File: config.mk
export PLATFORM = sky130hd
export DESIGN_NAME = com_fifo_fwft_rd
export DESIGN_NICKNAME = d
export VERILOG_FILES = /design/src/rtl/com_fifo_fwft_rd.sv
export SDC_FILE = /design/constraint.sdc
export NUM_CORES = 1
export LEC_CHECK = 0
export ABC_CLOCK_PERIOD_IN_PS = 1800
export CAP_MARGIN = 40
export CORE_MARGIN = 3
export CORE_UTILIZATION = 55
export CTS_BUF_LIST = sky130_fd_sc_hd__clkbuf_8
export DETAILED_ROUTE_END_ITERATION = 16
export PLACE_DENSITY = 0.85
export RECOVER_POWER = 50
export SYNTH_ARGS = -nofsm -noshare
export SYNTH_HDL_FRONTEND = slang
export SYNTH_SLANG_ARGS = --single-unit
File: constraint.sdc
create_clock -name clk -period 1.8 [get_ports clk]
set_input_delay 0.36 -clock clk [delete_from_list [all_inputs] [get_ports clk]]
set_output_delay 0.36 -clock clk [all_outputs]
set_load 0.02 [all_outputs]
File: src/rtl/com_fifo_fwft_rd.sv
// First-word-fall-through read adapter for a sync FIFO controller driving a
// 1-cycle-latency RAM. A 3-entry skid buffer absorbs the RAM latency so the
// output stream can sustain one word per cycle, and fifo_rd_en never depends
// combinationally on m_ready.
//
// Optional build macro: COM_FIFO_FWFT_LEVEL_EN adds the buf_level output
// (occupancy plus the word in flight from the RAM).
module com_fifo_fwft_rd #(
    parameter int unsigned DW = 32
) (
    input  logic          clk,
    input  logic          rst_n,
    input  logic          clear,
    input  logic          fifo_empty,
    output logic          fifo_rd_en,
    input  logic [DW-1:0] fifo_rdata,
    output logic          m_valid,
    input  logic          m_ready,
`ifdef COM_FIFO_FWFT_LEVEL_EN
    output logic [DW-1:0] m_data,
    output logic [1:0]    buf_level
`else
    output logic [DW-1:0] m_data
`endif
);

    localparam int unsigned Entries = 3;

    logic [DW-1:0] mem_q [Entries];
    logic [1:0]    wr_ptr_q, wr_ptr_d;
    logic [1:0]    rd_ptr_q, rd_ptr_d;
    logic [1:0]    occ_q, occ_d;
    logic          infl_q, infl_d;

    logic [2:0]    occ_sum;
    logic          push;
    logic          pop;

    // Pointers step 0 -> 1 -> 2 -> 0.
    function automatic logic [1:0] ptr_inc(input logic [1:0] p);
        return (p == 2'd2) ? 2'd0 : p + 2'd1;
    endfunction

    // Issue/accept decisions come from registered state only.
    always_comb begin
        occ_sum    = {1'b0, occ_q} + {2'b00, infl_q};
        // Reserve a slot for the word already in flight so the buffer never overflows.
        fifo_rd_en = !fifo_empty && !clear && (occ_sum < 3'd3);
        push       = infl_q && !clear;
        m_valid    = (occ_q != 2'd0);
        pop        = m_valid && m_ready && !clear;
        m_data     = m_valid ? mem_q[rd_ptr_q] : '0;
    end

    // Next-state for pointers, occupancy and the in-flight flag.
    always_comb begin
        wr_ptr_d = wr_ptr_q;
        rd_ptr_d = rd_ptr_q;
        occ_d    = occ_q;
        infl_d   = fifo_rd_en;
        if (clear) begin
            wr_ptr_d = 2'd0;
            rd_ptr_d = 2'd0;
            occ_d    = 2'd0;
            infl_d   = 1'b0;
        end else begin
            if (push) begin
                wr_ptr_d = ptr_inc(wr_ptr_q);
            end
            if (pop) begin
                rd_ptr_d = ptr_inc(rd_ptr_q);
            end
            unique case ({push, pop})
                2'b10:   occ_d = occ_q + 2'd1;
                2'b01:   occ_d = occ_q - 2'd1;
                default: occ_d = occ_q;
            endcase
        end
    end

    // Control state; reset drops any word still in flight from the RAM.
    always_ff @(posedge clk or negedge rst_n) begin
        if (!rst_n) begin
            wr_ptr_q <= 2'd0;
            rd_ptr_q <= 2'd0;
            occ_q    <= 2'd0;
            infl_q   <= 1'b0;
        end else begin
            wr_ptr_q <= wr_ptr_d;
            rd_ptr_q <= rd_ptr_d;
            occ_q    <= occ_d;
            infl_q   <= infl_d;
        end
    end

    // Buffer storage; RAM data is captured the cycle after the read strobe.
    always_ff @(posedge clk or negedge rst_n) begin
        if (!rst_n) begin
            for (int i = 0; i < int'(Entries); i++) begin
                mem_q[i] <= '0;
            end
        end else if (push) begin
            mem_q[wr_ptr_q] <= fifo_rdata;
        end
    end

`ifdef COM_FIFO_FWFT_LEVEL_EN
    // Occupancy plus in-flight word; bounded to 3 by the issue rule.
    always_comb begin
        buf_level = occ_sum[1:0];
    end
`endif

endmodule
# Yosys cells after proc, flatten, opt, wreduce, memory -nomap -nowiden
# Index checks and enable logic that the tools add are counted.
[op_classes]
n_addsub = 5
n_mux = 16
n_lt_le_gt_ge = 4
bitwise = 2
n_eq_ne = 4
n_reduce_logical = 12
[ops]
columns = ["cell", "n"]
rows = [
  ["$mux 32", 4],
  ["$bwmux 96", 1],
  ["$bmux 32 s2", 1],
  ["$demux 32 s2", 1],
  ["$mux 2", 7],
  ["$add 2x1->2 const B", 3],
  ["$eq 2x2->1 const B", 3],
  ["$ge 3x3->1 const B", 2],
  ["$logic_and 1x1->1", 6],
  ["$not 2->3", 2],
  ["$reduce_bool 2->1", 3],
  ["$pmux 2 s2", 1],
  ["$add 2x1->3", 1],
  ["$lt 3x1->1 const B", 1],
  ["$lt 3x2->1 const B", 1],
  ["$reduce_bool 3->1", 1],
  ["$eq 2x1->1 const B", 1],
  ["$logic_not 1->1", 2],
  ["$sub 2x1->2 const B", 1],
  ["$mux 1", 1],
]
[totals]
out_inout_bits = 34
in_bits = 37
register_bits = 103
wordCells = 50

# Depth between registers and ports, before layout
# Gate-level depths: netlist of run 1.
[depth]
depth_word = 6
ltp_mapped = 6
ltp_nobuf = 3

# Worst setup path after synthesis of run 1
# OpenSTA, ideal clock, no wires.
[synth_timing]
path_kind = "register -> output"
start = "register infl_q"
end = "output fifo_rd_en"
t_required_ns = 1.440
n_path_buf = 0
t_arrival_ns = 2.081
slack_ns = -0.641
stages_incl_launch_ff = 4
path_cell_list = "dfrtp_1 -> ha_1 -> ha_1 -> a2111oi_0"
[synth_via]
elab_chain_cells = 3
[synth_rtl]
columns = ["element", "line", "rtl"]
rows = [
  ["from (decl)", "33", "logic infl_q, infl_d;"],
  ["from (signal assigned)", "92", "infl_q <= infl_d;"],
  ["$add 2x1->3", "46", "occ_sum = {1'b0, occ_q} + {2'b00, infl_q};"],
  ["$lt 3x2->1", "48", "fifo_rd_en = !fifo_empty && !clear && (occ_sum < 3'd3);"],
  ["$logic_and 1x1->1", "48", ""],
  ["to (decl)", "15", "output logic fifo_rd_en,"],
]
# Every way passes these cells.

# Worst setup path after layout of run 1
[layout_timing]
start = "register rd_ptr_q[0]"
end = "output m_data[26]"
[layout_via]
elab_chain_cells = 5
[layout_rtl]
columns = ["element", "line", "rtl"]
rows = [
  ["from (decl)", "31", "logic [1:0] rd_ptr_q, rd_ptr_d;"],
  ["from (signal assigned)", "90", "rd_ptr_q <= rd_ptr_d;"],
  ["$not 2->3 (not written as such)", "52", "m_data = m_valid ? mem_q[rd_ptr_q] : '0;"],
  ["$bmux 32 s2", "52", ""],
  ["$mux 32 (not written as such) (2 in series)", "52", ""],
  ["$mux 32", "52", ""],
  ["to (decl)", "23", "output logic [DW-1:0] m_data"],
]
# Every way passes these cells. The select of a mux whose other input is x is not followed.

==> impl_metrics.csv, run 1 <==
group,metric,value,unit
yosys,synth_compound_area_frac,0.0441,
setup_path,critPathCaptureType,"output port",
routing,totalWireLength,11.3,mm
sta,post-route-min-period,2.13,ns
setup_path,crit_path_frequent_cell,"buf_6",
sta,max_freq,470,MHz
clocking,cts_root_buf,"clkbuf_8",
setup_path,timing.rr.end,"mem_q[5]",
status,violations,"negative setup slack",
final_layout,final_layout_size_suffix_gt1_frac,0.535,
die,rows,33,
die,core_area,8420,um2
clocking,clk_latency,0.38,ns
yosys,synth_seq_cells,103,
grt,grt_antenna_before_repair,0,
sta,maxSlewHeadroom,0.385,
clocking,cts_max_path_buffers,2,
routing,vias_per_cell,5.62,
hold_path,hold_start,"mem_q[70]",
setup_path,crit_buf_inv,3,
clocking,cts_sinks,103,
power,max-vdd-ir-drop,671,uV
yosys,synthMuxAreaShare,0.289,
setup_path,critPathLaunchType,"flop",
hold_path,worstHoldEndpoint,"mem_q[70]",
setup_path,timing.rr.start,"infl_q",
sta,rsz0062_at_grt,"yes",
sta,setup_viol,33,
grt,grt_pass1_wl,18.4,mm
yosys,synth_top_family_by_area,"multiplexers",
setup_path,path_max_fanout,8,
routing,drtIter0Drc,136,
setup_path,crit_arrival,1.77,ns
final_layout,mostFrequentLayoutCell,"dfrtp_1",
yosys,yosys.area_share.adder,0.00513,
yosys,syn_nets,424,
sta,finalWorstSetupSlack,-0.329,ns
hold_path,hp-class,"flop to flop",
clocking,tritoncts,"built",
flow_run,cap_violations,0,
placement,dp_hpwl,7.18,mm
routing,drtPass1Iterations,5,
power,p_leak,2.76,nW
yosys,syn_area_per_cell,12.7,um2
routing,drc,0,
hold_path,hold_path_depth,1,
placement,port_buffers,70,
status,outcome,"finished, violations left",
final_layout,layout_common_cells,"dfrtp_1 (102), mux2_2 (93), clkdlybuf4s50_1 (35), mux2i_1 (33)",
yosys,synthXorXnorAreaFrac,0,
final_layout,fin_util,0.769,
setup_path,r2r.worst_path.cells,5,
die,ios,71,
setup_path,cp_top_family,"flip-flops",
die,die_h,100,um
yosys,yosys_warnings,0,
final_layout,nFillCells,501,
grt,grt_overflow_total,0,
setup_path,cpMaxStageDelayCell,"dfrtp_2",
setup_path,required,1.44,ns
sta,worst_pin_slew,0.922,ns
die,start_util,0.579,
sta,hold_viol,0,
power,powerDensity,919,nW/um2
sta,fin_crit_sh,1.18,
die,die_area,10000,um2
clocking,cts_buffers,9,
sta,drv_slew,0,
routing,wl_per_cell,19.1,um
yosys,synth_simple_gate_area_frac,0.0991,
sta,tns,-9.33,ns
setup_path,critPathMaxStageDelay,0.54,ns
power,power,5.95,mW
clocking,h-tree-depth,3,
setup_path,crit_chain,"nor2b_4 -> buf_6 -> buf_4 -> nand2_2 -> a21oi_4 -> buf_6",
yosys,synth_cell_type_count,28,
grt,grt_max_degree,38,
yosys,netlist_area,4880,um2
yosys,synthCells,385,
final_layout,fin_nets,518,
yosys,ys_seq_area_frac,0.529,
routing,ant_nets,0,
die,die_w,100,um
placement,globalplace.congestion,0.748,
routing,dr_total_vias,3312,
sta,clock_skew,0.00583,ns
setup_path,path_class,"flop to output port",
final_layout,diodes,0,
clocking,clkTransAtPathRegs,0.11,ns
setup_path,reg2reg_setup_slack,0.15,ns
grt,grt_usage,0.234,
final_layout,syn2layout_area_growth,32.8,%
grt,grt_pass1_vias,3704,
Yosys cell counts:
library cell / count / area (um2)
a2111oi_0: 2 / 17.5
a21oi_1: 36 / 180
and3_1: 1 / 6.26
and3b_1: 1 / 8.76
buf_2: 2 / 10.0
buf_4: 8 / 60.1
buf_6: 5 / 56.3
clkbuf_1: 9 / 33.8
dfrtp_1: 103 / 2580
ha_1: 2 / 25.0
inv_1: 1 / 3.75
mux2_1: 3 / 33.8
mux2_2: 93 / 1050
mux2i_1: 33 / 330
nand2_1: 34 / 128
nand2b_1: 2 / 12.5
nand2b_4: 1 / 13.8
nand3b_1: 1 / 7.51
nor2_1: 5 / 18.8
nor2b_1: 2 / 12.5
nor3_4: 1 / 16.3
nor3b_4: 2 / 37.5
nor4_1: 1 / 6.26
o21ai_0: 2 / 10.0
o31ai_1: 1 / 7.51
or2_2: 32 / 200
or3_1: 1 / 6.26
or3b_2: 1 / 8.76
cell type report:
type / count / area [um2] / share of cell area
clock buffers: 9 / 124 / 0.0191
clock inverters: 7 / 65.1 / 0.0101
inverters: 1 / 3.75 / 0.000580
multi-input cells: 257 / 2440 / 0.377
flip-flops and latches: 103 / 2580 / 0.398
well taps: 105 / 131 / 0.0203
repair buffers: 107 / 1130 / 0.175
per-layer routing:
layer  up-vias  track usage  wire, um
met1      1706        0.298      4770
li1       1529            -         -
met3        13       0.0521       430
met5         -            0         0
met2        64        0.407      5890
met4         0       0.0570       174
per-stage QoR:
| step | setup slack [ns] | instance area (um2) | instances | hold slack (ns) |
|---|---|---|---|---|
| finish | -0.329 | 6470 | 589 | 0.503 |
| global placement | -0.416 | 5970 | 563 | 0.354 |
| CTS | -0.316 | 6330 | 587 | 0.497 |
| global route | -0.394 | 6470 | 589 | 0.524 |
| floorplan | -0.0179 | 4970 | 385 | 0.0644 |
| detailed placement | -0.468 | 5970 | 563 | 0.361 |
power breakdown:
part / switching [mW] / internal [mW]
Clock: 0.889 / 0.540
Sequential: 0.258 / 2.78
Combinational: 0.577 / 0.911
Total: 1.72 / 4.23
worst reg2reg max path, stage by stage (launching register included):
cell	delay, ns
dfrtp_1	0.39
buf_4	0.17
nand2b_4	0.10
nor3b_4	0.29
buf_4	0.24
mux2_2	0.35
cell families after synthesis:
family	count (synthesis)
and+or+nand+nor	85
muxes	129
AOI/OAI and AO/OA	41
DFF	103
buffers and inverters	25
adders and majority gates	2
worst max path at each step:
stage                     start         end  slack, ns  cells past startpoint
global route        rd_ptr_q[0]  m_data[26]      -0.39                      6
global placement       occ_q[0]  fifo_rd_en      -0.42                      4
detailed placement     occ_q[0]  fifo_rd_en      -0.47                      4
floorplan                infl_q  fifo_rd_en      -0.02                      3
finish              rd_ptr_q[0]  m_data[26]      -0.33                      6
CTS                 rd_ptr_q[0]  m_data[18]      -0.32                      5
registers in the layout, summed over array words and instances, names as in the netlist:
register and count:
wr_ptr_q 2, mem_q 96, rd_ptr_q 2, occ_q 2, infl_q 1
what timing repair did:
item                                    in CTS  in global routing
gates cloned                                 0                  1
pin swaps                                   16                 21
gates resized for setup                    218                 35
endpoints found under the setup margin      34                 34
hold buffers                                 1                  0
endpoints found under the hold margin       33                  0
setup buffers                                7                  1
No activity file was read; power rests on OpenSTA's default activity.
==> inputs of run 2 (changes only) <==
--- a/config.mk
+++ b/config.mk
@@ -7,7 +7,7 @@
 export LEC_CHECK = 0
 export ABC_CLOCK_PERIOD_IN_PS = 1800
 export CAP_MARGIN = 40
-export CORE_MARGIN = 3
+export CORE_MARGIN = 4
 export CORE_UTILIZATION = 55
 export CTS_BUF_LIST = sky130_fd_sc_hd__clkbuf_8
 export DETAILED_ROUTE_END_ITERATION = 16
==> impl_metrics.csv, run 2 (same netlist as run 1, synthesis figures left out) <==
group,metric,value,unit
status,violations,"negative setup slack",
sta,worst_pin_slew,0.779,ns
die,die_h,102,um
placement,placed_cells,563,
sta,rsz0062_at_grt,"yes",
die,core_area,8680,um2
placement,port_buffers,70,
placement,globalplace.congestion,0.745,
die,ios,71,
placement,dp_slack,-0.496,ns
die,rows,34,
final_layout,largest_reg_flops,96,
power,p_sw_frac,0.265,
power,p_int,4.47,mW
routing,drtPass1Iterations,4,
setup_path,reg2reg_setup_slack,-0.07,ns
final_layout,layout_common_cells,"dfrtp_1 (102), mux2_2 (93), buf_4 (40), clkdlybuf4s50_1 (35)",
power,clockPowerShare,0.262,
sta,maxSlewHeadroom,0.481,
clocking,cts_root_buf,"clkbuf_8",
sta,finalWorstSetupSlack,-0.247,ns
routing,vias_per_cell,5.54,
setup_path,critPathLaunchType,"flop",
grt,grt_antenna_before_repair,0,
power,power,6.07,mW
placement,dp_hpwl,6.82,mm
sta,fin_crit_sh,1.14,
power,p_comb_frac,0.240,
die,die_w,102,um
grt,grt_pass1_vias,3563,
final_layout,fin_nets,514,
grt,grt_usage,0.212,
sta,drv_slew,0,
grt,grt_overflow_total,0,
die,start_util,0.562,
clocking,cts_buffers,9,
final_layout,seq_area,2580,um2
final_layout,fin_cells,588,
final_layout,final_layout_size_suffix_gt1_frac,0.523,
power,powerDensity,948,nW/um2
power,p_leak,2.75,nW
clocking,cts_max_path_buffers,2,
routing,drc,0,
clocking,cts_sinks,103,
power,max-vdd-ir-drop,560,uV
final_layout,regMostFlops,"mem_q",
setup_path,path_class,"flop to output port",
final_layout,nFillCells,571,
clocking,tritoncts,"built",
routing,drtIter0Drc,90,
setup_path,timing.rr.start,"infl_q",
sta,setup_viol,94,
routing,wl_per_cell,18.0,um
setup_path,critPathCaptureType,"output port",
sta,hold_viol,0,
sta,clock_skew,0.0134,ns
clocking,h-tree-depth,3,
sta,timing.hold.ws,0.495,ns
sta,post-route-min-period,2.05,ns
final_layout,mostFrequentLayoutCell,"dfrtp_1",
setup_path,path_max_fanout,13,
clocking,clkTransAtPathRegs,0.10,ns
routing,totalWireLength,10.6,mm
final_layout,syn2layout_area_growth,31.4,%
power,net-switching-power,1.61,mW
final_layout,diodes,0,
power,p_seq_frac,0.497,
routing,dr_total_vias,3256,
hold_path,hp-class,"flop to flop",
clocking,clk_latency,0.35,ns
die,die_area,10400,um2
setup_path,critPathLaunch,"rd_ptr_q[0]",
grt,grt_max_degree,40,
grt,grt_pass1_wl,17.4,mm
setup_path,crit_arrival,1.69,ns
final_layout,multi_input_area,2410,um2
setup_path,required,1.44,ns
flow_run,cap_violations,0,
routing,ant_nets,0,
sta,max_freq,489,MHz
status,outcome,"finished, violations left",
hold_path,hold_start,"mem_q[70]",
run 2: cell count changes in the layout (fill, tap and decap cells not counted), sizes merged:
cell	change
buf	-4
bufinv	+2
clkinv	-2
clkinvlp	+2
inv	-2
run 2: worst paths after layout:
check / end / depth (start not counted)
worst max-delay path: m_data[31] / 5
worst min-delay path: mem_q[70] / 1
worst max register to register: mem_q[34] / 5
worst min register to register: mem_q[70] / 1
max in group asynchronous: mem_q[32] / 3
min in group asynchronous: occ_q[0] / 2
run 2: layout make-up:
type | count | share of cell area
multi-input combinational | 257 | 0.377
tap | 108 | 0.0211
clock inverter | 7 | 0.0150
sequential | 103 | 0.403
timing repair buffer | 103 | 0.165
inverter | 1 | 0.000586
clock buffer | 9 | 0.0193
run 2: what timing repair did:
item	4_1_cts	5_1_grt
buffers inserted	7	1
pin swaps	8	1
hold endpoints to repair	29	0
cloned	1	0
resized for setup	228	10
hold buffers	1	0
endpoints found under the setup margin	34	34
run 2: through the flow:
stage	utilization	TNS (ns)	cell area (um2)
after global placement	0.687	-28.99	5960
final	0.738	-8.54	6410
after detailed placement	0.687	-30.42	5960
after global routing	0.738	-18.39	6410
after floorplan	-	-0.0179	4970
after CTS	0.735	-6.99	6380
run 2: routing by layer:
metal	global-route usage	wire, um	up-vias	part of all wire
met1	0.269	4460	1671	0.42
li1	-	-	1515	-
met5	0	0	-	0
met2	0.376	5650	58	0.53
met4	0.0656	111	0	0.010
met3	0.0314	372	12	0.035
run 2: power groups by stage:
stage / Sequential, mW / Combinational [mW] / Clock [mW]
final: 3.02 / 1.46 / 1.59
after global routing: 3.08 / 1.59 / 1.71
after CTS: 3.02 / 1.45 / 1.61
after detailed placement: 3.06 / 1.28 / 0
after global placement: 3.02 / 1.23 / 0
after floorplan: 2.99 / 0.880 / 0
run 2: critical path, cell delays in order, from the launching register on:
cell and delay (ns):
dfrtp_2 0.50, buf_12 0.19, mux2i_1 0.14, or2_4 0.24, a21oi_2 0.14, buf_6 0.13
